### config.mk
export PLATFORM = sky130hd
export DESIGN_NAME = rr_enc_arbiter8
export DESIGN_NICKNAME = d
export VERILOG_FILES = /design/src/rtl/rr_enc_arbiter8.sv
export SDC_FILE = /design/constraint.sdc
export NUM_CORES = 1
export LEC_CHECK = 0
export CAP_MARGIN = 20
export CORE_MARGIN = 2
export CORE_UTILIZATION = 52
export CTS_CLUSTER_SIZE = 20
export DETAILED_ROUTE_END_ITERATION = 16
export PLACE_DENSITY_LB_ADDON = 0.3
export SYNTH_ARGS = -nofsm -noshare
export SYNTH_HDL_FRONTEND = slang
export SYNTH_SLANG_ARGS = --single-unit
### constraint.sdc
create_clock -name clk -period 3.4 [get_ports clk]
set_input_delay 0.85 -clock clk [delete_from_list [all_inputs] [get_ports clk]]
set_output_delay 0.85 -clock clk [all_outputs]
set_load 0.01 [all_outputs]
### src/rtl/rr_enc_arbiter8.sv
// Round-robin arbiter for 8 requesters with registered one-hot grant, encoded
// grant index, optional hold-time limit, and a one-cycle dead gap between grants.
module rr_enc_arbiter8 #(
  parameter int N        = 8,
  parameter int IDX_W    = 3,
  parameter int MAX_HOLD = 16
) (
  input  logic             clk,
  input  logic             reset,
  input  logic             enable,
  input  logic [N-1:0]     req,
  output logic [N-1:0]     gnt,
  output logic [IDX_W-1:0] gnt_idx,
  output logic             gnt_valid,
  output logic             timeout,
  output logic             state_dbg
);

  // Handshake: gnt_valid is high on every cycle a grant is held; there is no
  // ready. The winner keeps the resource while its req bit stays high and
  // releases it by dropping req (or loses it when the hold limit expires).

  typedef enum logic {
    IDLE  = 1'b0,
    GRANT = 1'b1
  } state_t;

  localparam logic [7:0] HOLD_LIM = 8'(MAX_HOLD);
  localparam logic [7:0] HCNT_MAX = 8'hFF;

  state_t           state_q, state_d;
  logic [IDX_W-1:0] ptr_q, ptr_d;
  logic [7:0]       hcnt_q, hcnt_d;
  logic [N-1:0]     gnt_d;
  logic [IDX_W-1:0] idx_d;
  logic             valid_d;
  logic             timeout_d;

  logic [IDX_W-1:0] win;
  logic [IDX_W-1:0] pos;
  logic             any_req;
  logic             hold_expired;

  // Rotating priority scan: walk from the farthest offset down so the
  // requester closest to ptr (offset 0 first) is the last one written.
  always_comb begin
    win     = '0;
    pos     = '0;
    any_req = 1'b0;
    for (int k = N - 1; k >= 0; k--) begin
      pos = ptr_q + IDX_W'(k);
      if (req[pos]) begin
        win     = pos;
        any_req = 1'b1;
      end
    end
  end

  assign hold_expired = (MAX_HOLD != 0) && (hcnt_q == HOLD_LIM);

  always_comb begin
    state_d   = state_q;
    ptr_d     = ptr_q;
    hcnt_d    = hcnt_q;
    gnt_d     = gnt;
    idx_d     = gnt_idx;
    valid_d   = gnt_valid;
    timeout_d = 1'b0;

    case (state_q)
      IDLE: begin
        gnt_d   = '0;
        idx_d   = '0;
        valid_d = 1'b0;
        hcnt_d  = '0;
        if (enable && any_req) begin
          gnt_d   = {{(N-1){1'b0}}, 1'b1} << win;
          idx_d   = win;
          valid_d = 1'b1;
          hcnt_d  = 8'd1;
          state_d = GRANT;
        end
      end

      GRANT: begin
        if (!req[gnt_idx] || hold_expired) begin
          // Timeout only flags a revocation; a voluntary drop is silent.
          timeout_d = req[gnt_idx];
          ptr_d     = gnt_idx + IDX_W'(1);
          gnt_d     = '0;
          idx_d     = '0;
          valid_d   = 1'b0;
          hcnt_d    = '0;
          state_d   = IDLE;
        end else if (hcnt_q != HCNT_MAX) begin
          hcnt_d = hcnt_q + 8'd1;
        end
      end

      default: begin
        gnt_d   = '0;
        idx_d   = '0;
        valid_d = 1'b0;
        hcnt_d  = '0;
        state_d = IDLE;
      end
    endcase
  end

  always_ff @(posedge clk or posedge reset) begin
    if (reset) begin
      state_q   <= IDLE;
      ptr_q     <= '0;
      hcnt_q    <= '0;
      gnt       <= '0;
      gnt_idx   <= '0;
      gnt_valid <= 1'b0;
      timeout   <= 1'b0;
    end else begin
      state_q   <= state_d;
      ptr_q     <= ptr_d;
      hcnt_q    <= hcnt_d;
      gnt       <= gnt_d;
      gnt_idx   <= idx_d;
      gnt_valid <= valid_d;
      timeout   <= timeout_d;
    end
  end

  assign state_dbg = state_q;

endmodule
==> run_results.csv, run 1 <==
group,metric,value,unit
yosys,synthDistinctLibCells,64,
clock_network,clk_pin_slew,90,ps
sta,max_freq,310,MHz
clock_network,ctsRootBufferMaster,"clkbuf_8",
global_routing,grt.overflow.total,0,
floorplanning,die_area,0.00513,sq mm
clock_network,hold_buffers,0,
yosys,yosysTopAreaCellShare,26.3,%
min_path,hold_path_class,"reg -> reg",
sta,finalSetupViolations,0,
placement,port_buffers,24,
sta,rsz0062_at_grt,"no",
yosys,synth_simple_gate_area_share,18.1,%
min_path,hold_end,"gnt[6]$_DFFE_PP0P_",
floorplanning,fp-row-count,24,
floorplanning,core,0.00438,sq mm
detailed_routing,firstDrtPassIters,4,
critical_path,start_kind,"input pin",
critical_path,crit_fanout,9,
yosys,syn_avg_cell_area,9.66,sq um
critical_path,r2r_cells,8,
clock_network,cts_buffer_depth,2,
detailed_routing,drt-wirelength-per-cell,17.1,um
power,p_switching,1.52,mW
layout,num_antenna_cells,0,
critical_path,critPathKind,"in -> reg",
sta,finalCritPeriodShare,94.9,%
sta,slew_headroom,63.4,%
power,leakagePower,1.17,nW
yosys,synthMuxAreaShare,22.7,%
sta,worst_pin_slew,548,ps
sta,fin_crit,3230,ps
critical_path,timing.critical_path.buf_inv,1,
layout,layout-drive-gt1-share,21.7,%
power,finalPower,3.12,mW
power,p_clk_share,5.6,%
sta,drv_slew,0,
yosys,synth-edff-count,0,
layout,syn2layout_area_growth,19.9,%
detailed_routing,vias,2179,
critical_path,critPathSlowestCell,"mux4_2",
floorplanning,die_w,71.6,um
floorplanning,initial_core_util,54.2,%
global_routing,grt_pass1_wl,9.87,mm
detailed_routing,top_layer_used,"met4",
detailed_routing,drt_iter0_markers,169,
yosys,synth-xor-area-share,2.58,%
detailed_routing,drt.antenna.violating_nets,0,
power,swShare,48.9,%
yosys,synth_top_area_cell,"dfrtp_1",
critical_path,required,3550,ps
clock_network,cts_sinks,25,
detailed_routing,wl_met3,337,um
sta,setup_tns,0,ps
clock_network,postCtsSetupBuffers,0,
critical_path,reg2reg_to,"gnt[2]$_DFFE_PP0P_",
critical_path,r2r-start,"ptr_q[0]$_DFFE_PP0P_",
clock_network,htreeDepth,1,
placement,gp_congestion,0.878,
power,internal_power,1.59,mW
placement,hpwl,4.44,mm
min_path,hold_start,"gnt[6]$_DFFE_PP0P_",
global_routing,antenna_found_initial,0,
critical_path,path_cells,"clkdlybuf4s50_1 -> mux4_2 -> a221oi_2 -> a32oi_1 -> o311a_1 -> nor3_2 -> o41ai_2",
clock_network,cts_resized,0,
detailed_routing,remaining_drc_errors,0,
power,ir_worst_vdd,0.000612,V
clock_network,tritoncts,"built",
clock_network,cts_buffers,3,
critical_path,crit_family,"compound AO/OA/AOI/OAI gates",
detailed_routing,vias_per_cell,6.45,
critical_path,endpoint_kind,"flop",
min_path,hold_path_depth,2,
power,power_density,1090,mW/mm^2
critical_path,r2r_slack,290,ps
critical_path,crit_arrival,3370,ps
yosys,postSynthCellCount,246,
power,pwr-share-comb,78.6,%
global_routing,grt_pass1_vias,2043,
yosys,seq_area_frac_synth,26.3,%
yosys,synthAdderAreaFrac,2.63,%
global_routing,gr-usage-all-layers,23.9,%
yosys,async_flop_share,100,%
detailed_routing,routed_wl,5.79,mm
yosys,ys_warn_count,0,
critical_path,crit_path_max_incr_delay,620,ps
yosys,syn_area,0.00238,sq mm
floorplanning,io_pins,25,
yosys,synthTopCellsByArea,"dfrtp_1 (26%), mux4_2 (11%), mux2i_1 (5.5%), nand2_1 (3.9%), nor2_1 (2.8%)",
flow_run,maxCapViolCount,0,
yosys,synth_seq_cells,25,
yosys,synth-compound-area-share,22.8,%
power,pwr-share-seq,15.8,%
run_status,status,"finished, final reports clean",
floorplanning,die_height,71.6,um
detailed_routing,drt-met1-wl,2.69,mm
sta,final_hold_viol_count,0,
yosys,synth_top_family_by_area,"compound AO/OA/AOI/OAI gates",
yosys,syn-num-nets,262,
global_routing,grt_start_max_net_pins,26,
detailed_routing,met2_length,2.74,mm
layout,nNetsFinal,303,
clock_network,worstSkewPairLatency,260,ps
yosys,synth-main-ff-cell,"dfrtp_1",
sta,fin_worst_skew,3.09,ps
-- how the worst max path moves through the flow --
stage,from,to,slack [ps],cells after the start
after global placement,req[0],gnt[2]$_DFFE_PP0P_,-30,7
after global routing,req[0],gnt[3]$_DFFE_PP0P_,50,7
after detailed placement,req[0],gnt[3]$_DFFE_PP0P_,-90,7
final,req[0],gnt[2]$_DFFE_PP0P_,170,7
after floorplan,ptr_q[1]$_DFFE_PP0P_,gnt[1]$_DFFE_PP0P_,180,11
after CTS,req[0],gnt[3]$_DFFE_PP0P_,200,7
-- stage by stage --
stage | worst slack (ps) | cells | utilization, % | hold slack (ps) | instance area, sq um
after floorplan | 177 | 246 | - | 515 | 2380
after global placement | -34.5 | 333 | 63.3 | 466 | 2780
after detailed placement | -88.8 | 333 | 63.3 | 477 | 2780
after CTS | 197 | 337 | 64.4 | 496 | 2820
after global routing | 51.2 | 338 | 65.0 | 528 | 2850
final | 173 | 338 | 65.0 | 491 | 2850
-- worst min-delay path, delay by kind of cell (launching register included) --
family,cells,cell delay [ps]
AOI/OAI and AO/OA,1,50
and+or+nand+nor,1,50
DFF,1,360
-- cells in the mapped netlist, types with 2 or more instances --
cell,number
o32ai_2,2
a211o_1,3
a221oi_2,2
o2111ai_1,2
ha_1,5
buf_6,3
and3_1,4
dfrtp_1,25
xor2_1,6
nor2_1,18
o21ai_1,4
nand2_1,25
a2111oi_0,2
mux2i_1,13
o21ai_0,10
clkbuf_1,2
o2bb2ai_1,2
and2_1,3
a221oi_1,2
o311a_1,2
mux2i_4,2
nand3_1,7
clkinv_1,2
nand4_1,4
mux2_2,6
a21oi_1,13
o41ai_2,2
nor2b_1,5
mux4_2,12
inv_1,7
buf_2,6
o31ai_1,4
nor3_1,10
-- placed cells by master, fill, tap and decap left out, types with 3 or more instances in the layout --
master	netlist	final
nor2b_1	5	5
clkbuf_8	0	3
o21ai_0	10	10
nand3_1	7	7
mux2_2	6	6
and3_1	4	4
a211o_1	3	3
xor2_1	6	6
nand4_1	4	4
nor2_1	18	18
clkdlybuf4s50_1	0	24
dfrtp_1	25	25
and2_1	3	3
nand2_1	25	25
o31ai_1	4	4
inv_1	7	7
a21oi_1	13	13
nor3_1	10	10
mux2i_1	13	13
o21ai_1	4	4
buf_4	1	23
mux4_2	12	12
ha_1	5	5
-- layer usage --
| layer | up-vias | GRT usage (%) |
|---|---|---|
| li1 | 1041 | - |
| met1 | 1063 | 35.5 |
| met2 | 69 | 37.4 |
| met3 | 6 | 4.08 |
| met4 | 0 | 3.98 |
| met5 | - | 0 |
-- cell families (layout without fill, tap and decap cells) --
kind of cell / count (synthesis) / count (layout)
fa+ha+maj: 5 / 5
buf+inv: 22 / 62
flops: 25 / 25
mux: 35 / 35
xor+xnor: 7 / 7
compound gates: 66 / 66
simple gates: 86 / 86
-- area by class of cell --
class,instances,area (sq um)
flip-flops and latches,25,626
fillers,357,1540
multi-input cells,199,1630
clock buffers,3,41.3
clock inverters,1,5.00
well taps,52,65.1
inverters,10,37.5
repair buffers,48,440
-- power by group through the flow --
| stage | Clock (mW) | Combinational (mW) | Sequential [mW] |
|---|---|---|---|
| global placement | 0 | 2.38 | 0.496 |
| global route | 0.190 | 2.65 | 0.509 |
| finish | 0.175 | 2.45 | 0.491 |
| detailed placement | 0 | 2.41 | 0.498 |
| CTS | 0.178 | 2.42 | 0.494 |
| floorplan | 0 | 1.73 | 0.497 |
-- sequential cells by signal (all words and copies together), names as in the netlist --
name       count
gnt            8
gnt_idx        3
gnt_valid      1
hcnt_q         8
ptr_q          3
state_dbg      1
timeout        1
No activity file was read; power rests on OpenSTA's default activity.
==> run 2: changes to the inputs <==
--- a/config.mk
+++ b/config.mk
@@ -6,6 +6,7 @@
 export NUM_CORES = 1
 export LEC_CHECK = 0
 export CAP_MARGIN = 20
+export CORE_ASPECT_RATIO = 2
 export CORE_MARGIN = 2
 export CORE_UTILIZATION = 52
 export CTS_CLUSTER_SIZE = 20
==> run 2 against run 1 <==
  * Combinational power rose by 5%
  * Critical endpoint is now gnt[3]$_DFFE_PP0P_
  * Routed wire length rose by 16%
  * Via count rose by 4.7%
==> run_results.csv, run 2 (synthesized netlist as in run 1, its figures left out) <==
group,metric,value,unit
critical_path,critPathKind,"in -> reg",
sta,slew_headroom,36.0,%
layout,nFillCells,369,
run_status,status,"finished, final reports clean",
critical_path,crit_family,"compound AO/OA/AOI/OAI gates",
critical_path,start_kind,"input pin",
layout,final_cell_mix,"buf_4 (30), nand2_1 (25), dfrtp_1 (25)",
layout,num_antenna_cells,0,
sta,max_freq,308,MHz
clock_network,tritoncts,"built",
critical_path,startpoint,"req[0]",
critical_path,endpoint_kind,"flop",
critical_path,crit_fanout,5,
sta,finalSetupViolations,0,
global_routing,grt_start_max_net_pins,26,
floorplanning,die_height,99.6,um
global_routing,gr-usage-all-layers,28.7,%
floorplanning,fp-row-count,34,
critical_path,crit_path_max_incr_delay,630,ps
detailed_routing,vias_per_cell,6.60,
global_routing,grt.overflow.total,0,
placement,place_area,0.00283,sq mm
clock_network,postCtsSetupBuffers,0,
critical_path,path_depth,7,
sta,fin_crit,3250,ps
min_path,hold_start,"gnt[5]$_DFFE_PP0P_",
critical_path,r2r_cells,8,
critical_path,critPathSlowestCell,"mux4_2",
critical_path,required,3550,ps
critical_path,crit_arrival,3390,ps
layout,stdcell_area,0.00288,sq mm
critical_path,reg2reg_to,"gnt[3]$_DFFE_PP0P_",
placement,hpwl,5.26,mm
floorplanning,initial_core_util,54.2,%
detailed_routing,drt-wirelength-per-cell,19.4,um
layout,final_common_cell,"buf_4",
detailed_routing,vias,2282,
layout,syn2layout_area_growth,21.3,%
detailed_routing,drt.antenna.violating_nets,0,
floorplanning,die_w,51.8,um
layout,nNetsFinal,309,
layout,final_util,65.8,%
clock_network,clk_pin_slew,80,ps
placement,gp_congestion,0.970,
power,leakagePower,1.19,nW
layout,layout-drive-gt1-share,22.9,%
clock_network,hold_buffers,0,
detailed_routing,firstDrtPassIters,4,
sta,final_hold_viol_count,0,
layout,top_regs,"gnt: 8 flops, hcnt_q: 8 flops",
detailed_routing,drt_iter0_markers,88,
layout,seq_area,626,sq um
floorplanning,core,0.00438,sq mm
global_routing,grt_pass1_vias,2368,
global_routing,grt_pass1_wl,11.2,mm
critical_path,r2r_slack,310,ps
global_routing,antenna_found_initial,0,
detailed_routing,remaining_drc_errors,0,
clock_network,cts_resized,0,
critical_path,crit_end,"gnt[3]$_DFFE_PP0P_",
clock_network,cts_sinks,25,
clock_network,ctsRootBufferMaster,"clkbuf_8",
min_path,hold_path_class,"reg -> reg",
critical_path,path_cells,"clkdlybuf4s50_1 -> mux4_2 -> a221oi_2 -> a32oi_1 -> o311a_1 -> o32ai_2 -> o31ai_1",
power,power_density,1120,mW/mm^2
clock_network,cts_buffer_depth,2,
sta,worst_pin_slew,958,ps
floorplanning,io_pins,25,
critical_path,r2r-start,"ptr_q[0]$_DFFE_PP0P_",
detailed_routing,routed_wl,6.70,mm
floorplanning,die_area,0.00516,sq mm
sta,fin_worst_skew,1.46,ps
clock_network,worstSkewPairLatency,270,ps
sta,drv_slew,0,
placement,dp.cells,342,
placement,port_buffers,24,
clock_network,cts_buffers,3,
flow_run,maxCapViolCount,0,
power,ir_worst_vdd,0.000701,V
layout,fin_cells,346,
critical_path,timing.critical_path.buf_inv,1,
sta,rsz0062_at_grt,"no",
clock_network,htreeDepth,1,
sta,finalCritPeriodShare,95.5,%
layout,multi_input_area,0.00164,sq mm
[run 2: cell count changes in the layout (fill, tap and decap cells not counted)]
cell      previous run  this run
nor3_2               1         0
buf_4               23        30
clkbuf_1             0         1
clkinv_2             1         0
buf_16               1         0
nor3_4               0         1
[run 2: worst min-delay path by stage]
stage                                  to  slack (ps)  depth (start not counted)
floorplan           gnt_valid$_DFFE_PP0P_         520                          2
detailed placement     gnt[2]$_DFFE_PP0P_         460                          2
CTS                 gnt_valid$_DFFE_PP0P_         490                          2
global route        gnt_valid$_DFFE_PP0P_         510                          2
finish                 gnt[5]$_DFFE_PP0P_         490                          2
global placement    gnt_valid$_DFFE_PP0P_         470                          2
[run 2: through the flow]
step	hold slack [ps]	power, mW	setup TNS (ps)	setup WS [ps]
after global placement	467	2.96	-290	-77.6
final	488	3.22	0	153
after detailed placement	465	3.00	-629	-121
after CTS	489	3.19	0	133
after floorplan	515	2.22	0	177
after global routing	510	3.44	0	10.7
[run 2: cell type report]
type	instances	share of cell area, %
inverter	10	1.30
sequential	25	21.7
tap	54	2.34
clock buffer	4	1.56
timing repair buffer	54	16.2
multi-input combinational	199	56.9
[run 2: where the power goes]
group          internal, mW  switching (mW)  leakage, nW  total, mW
registers             0.391          0.0864        0.334      0.478
clock network        0.0838          0.0870       0.0228      0.171
logic                  1.14            1.43        0.832       2.58
[run 2: metal layers]
layer / vias up / global-route usage [%] / share of wire (%)
met4: 0 / 20.4 / 6.9
met1: 1106 / 30.1 / 34
met2: 90 / 50.7 / 55
met5: - / 0 / 0
met3: 42 / 3.15 / 3.9
li1: 1044 / - / -
[run 2: worst register-to-register path: cells and delay by family, from the launching register on]
kind | cells | cell delay, ps
AO/OA/AOI/OAI | 5 | 1490
adder cells (fa/ha/maj) | 1 | 570
buffers and inverters | 1 | 90
flip-flops | 1 | 360
multiplexers | 1 | 450
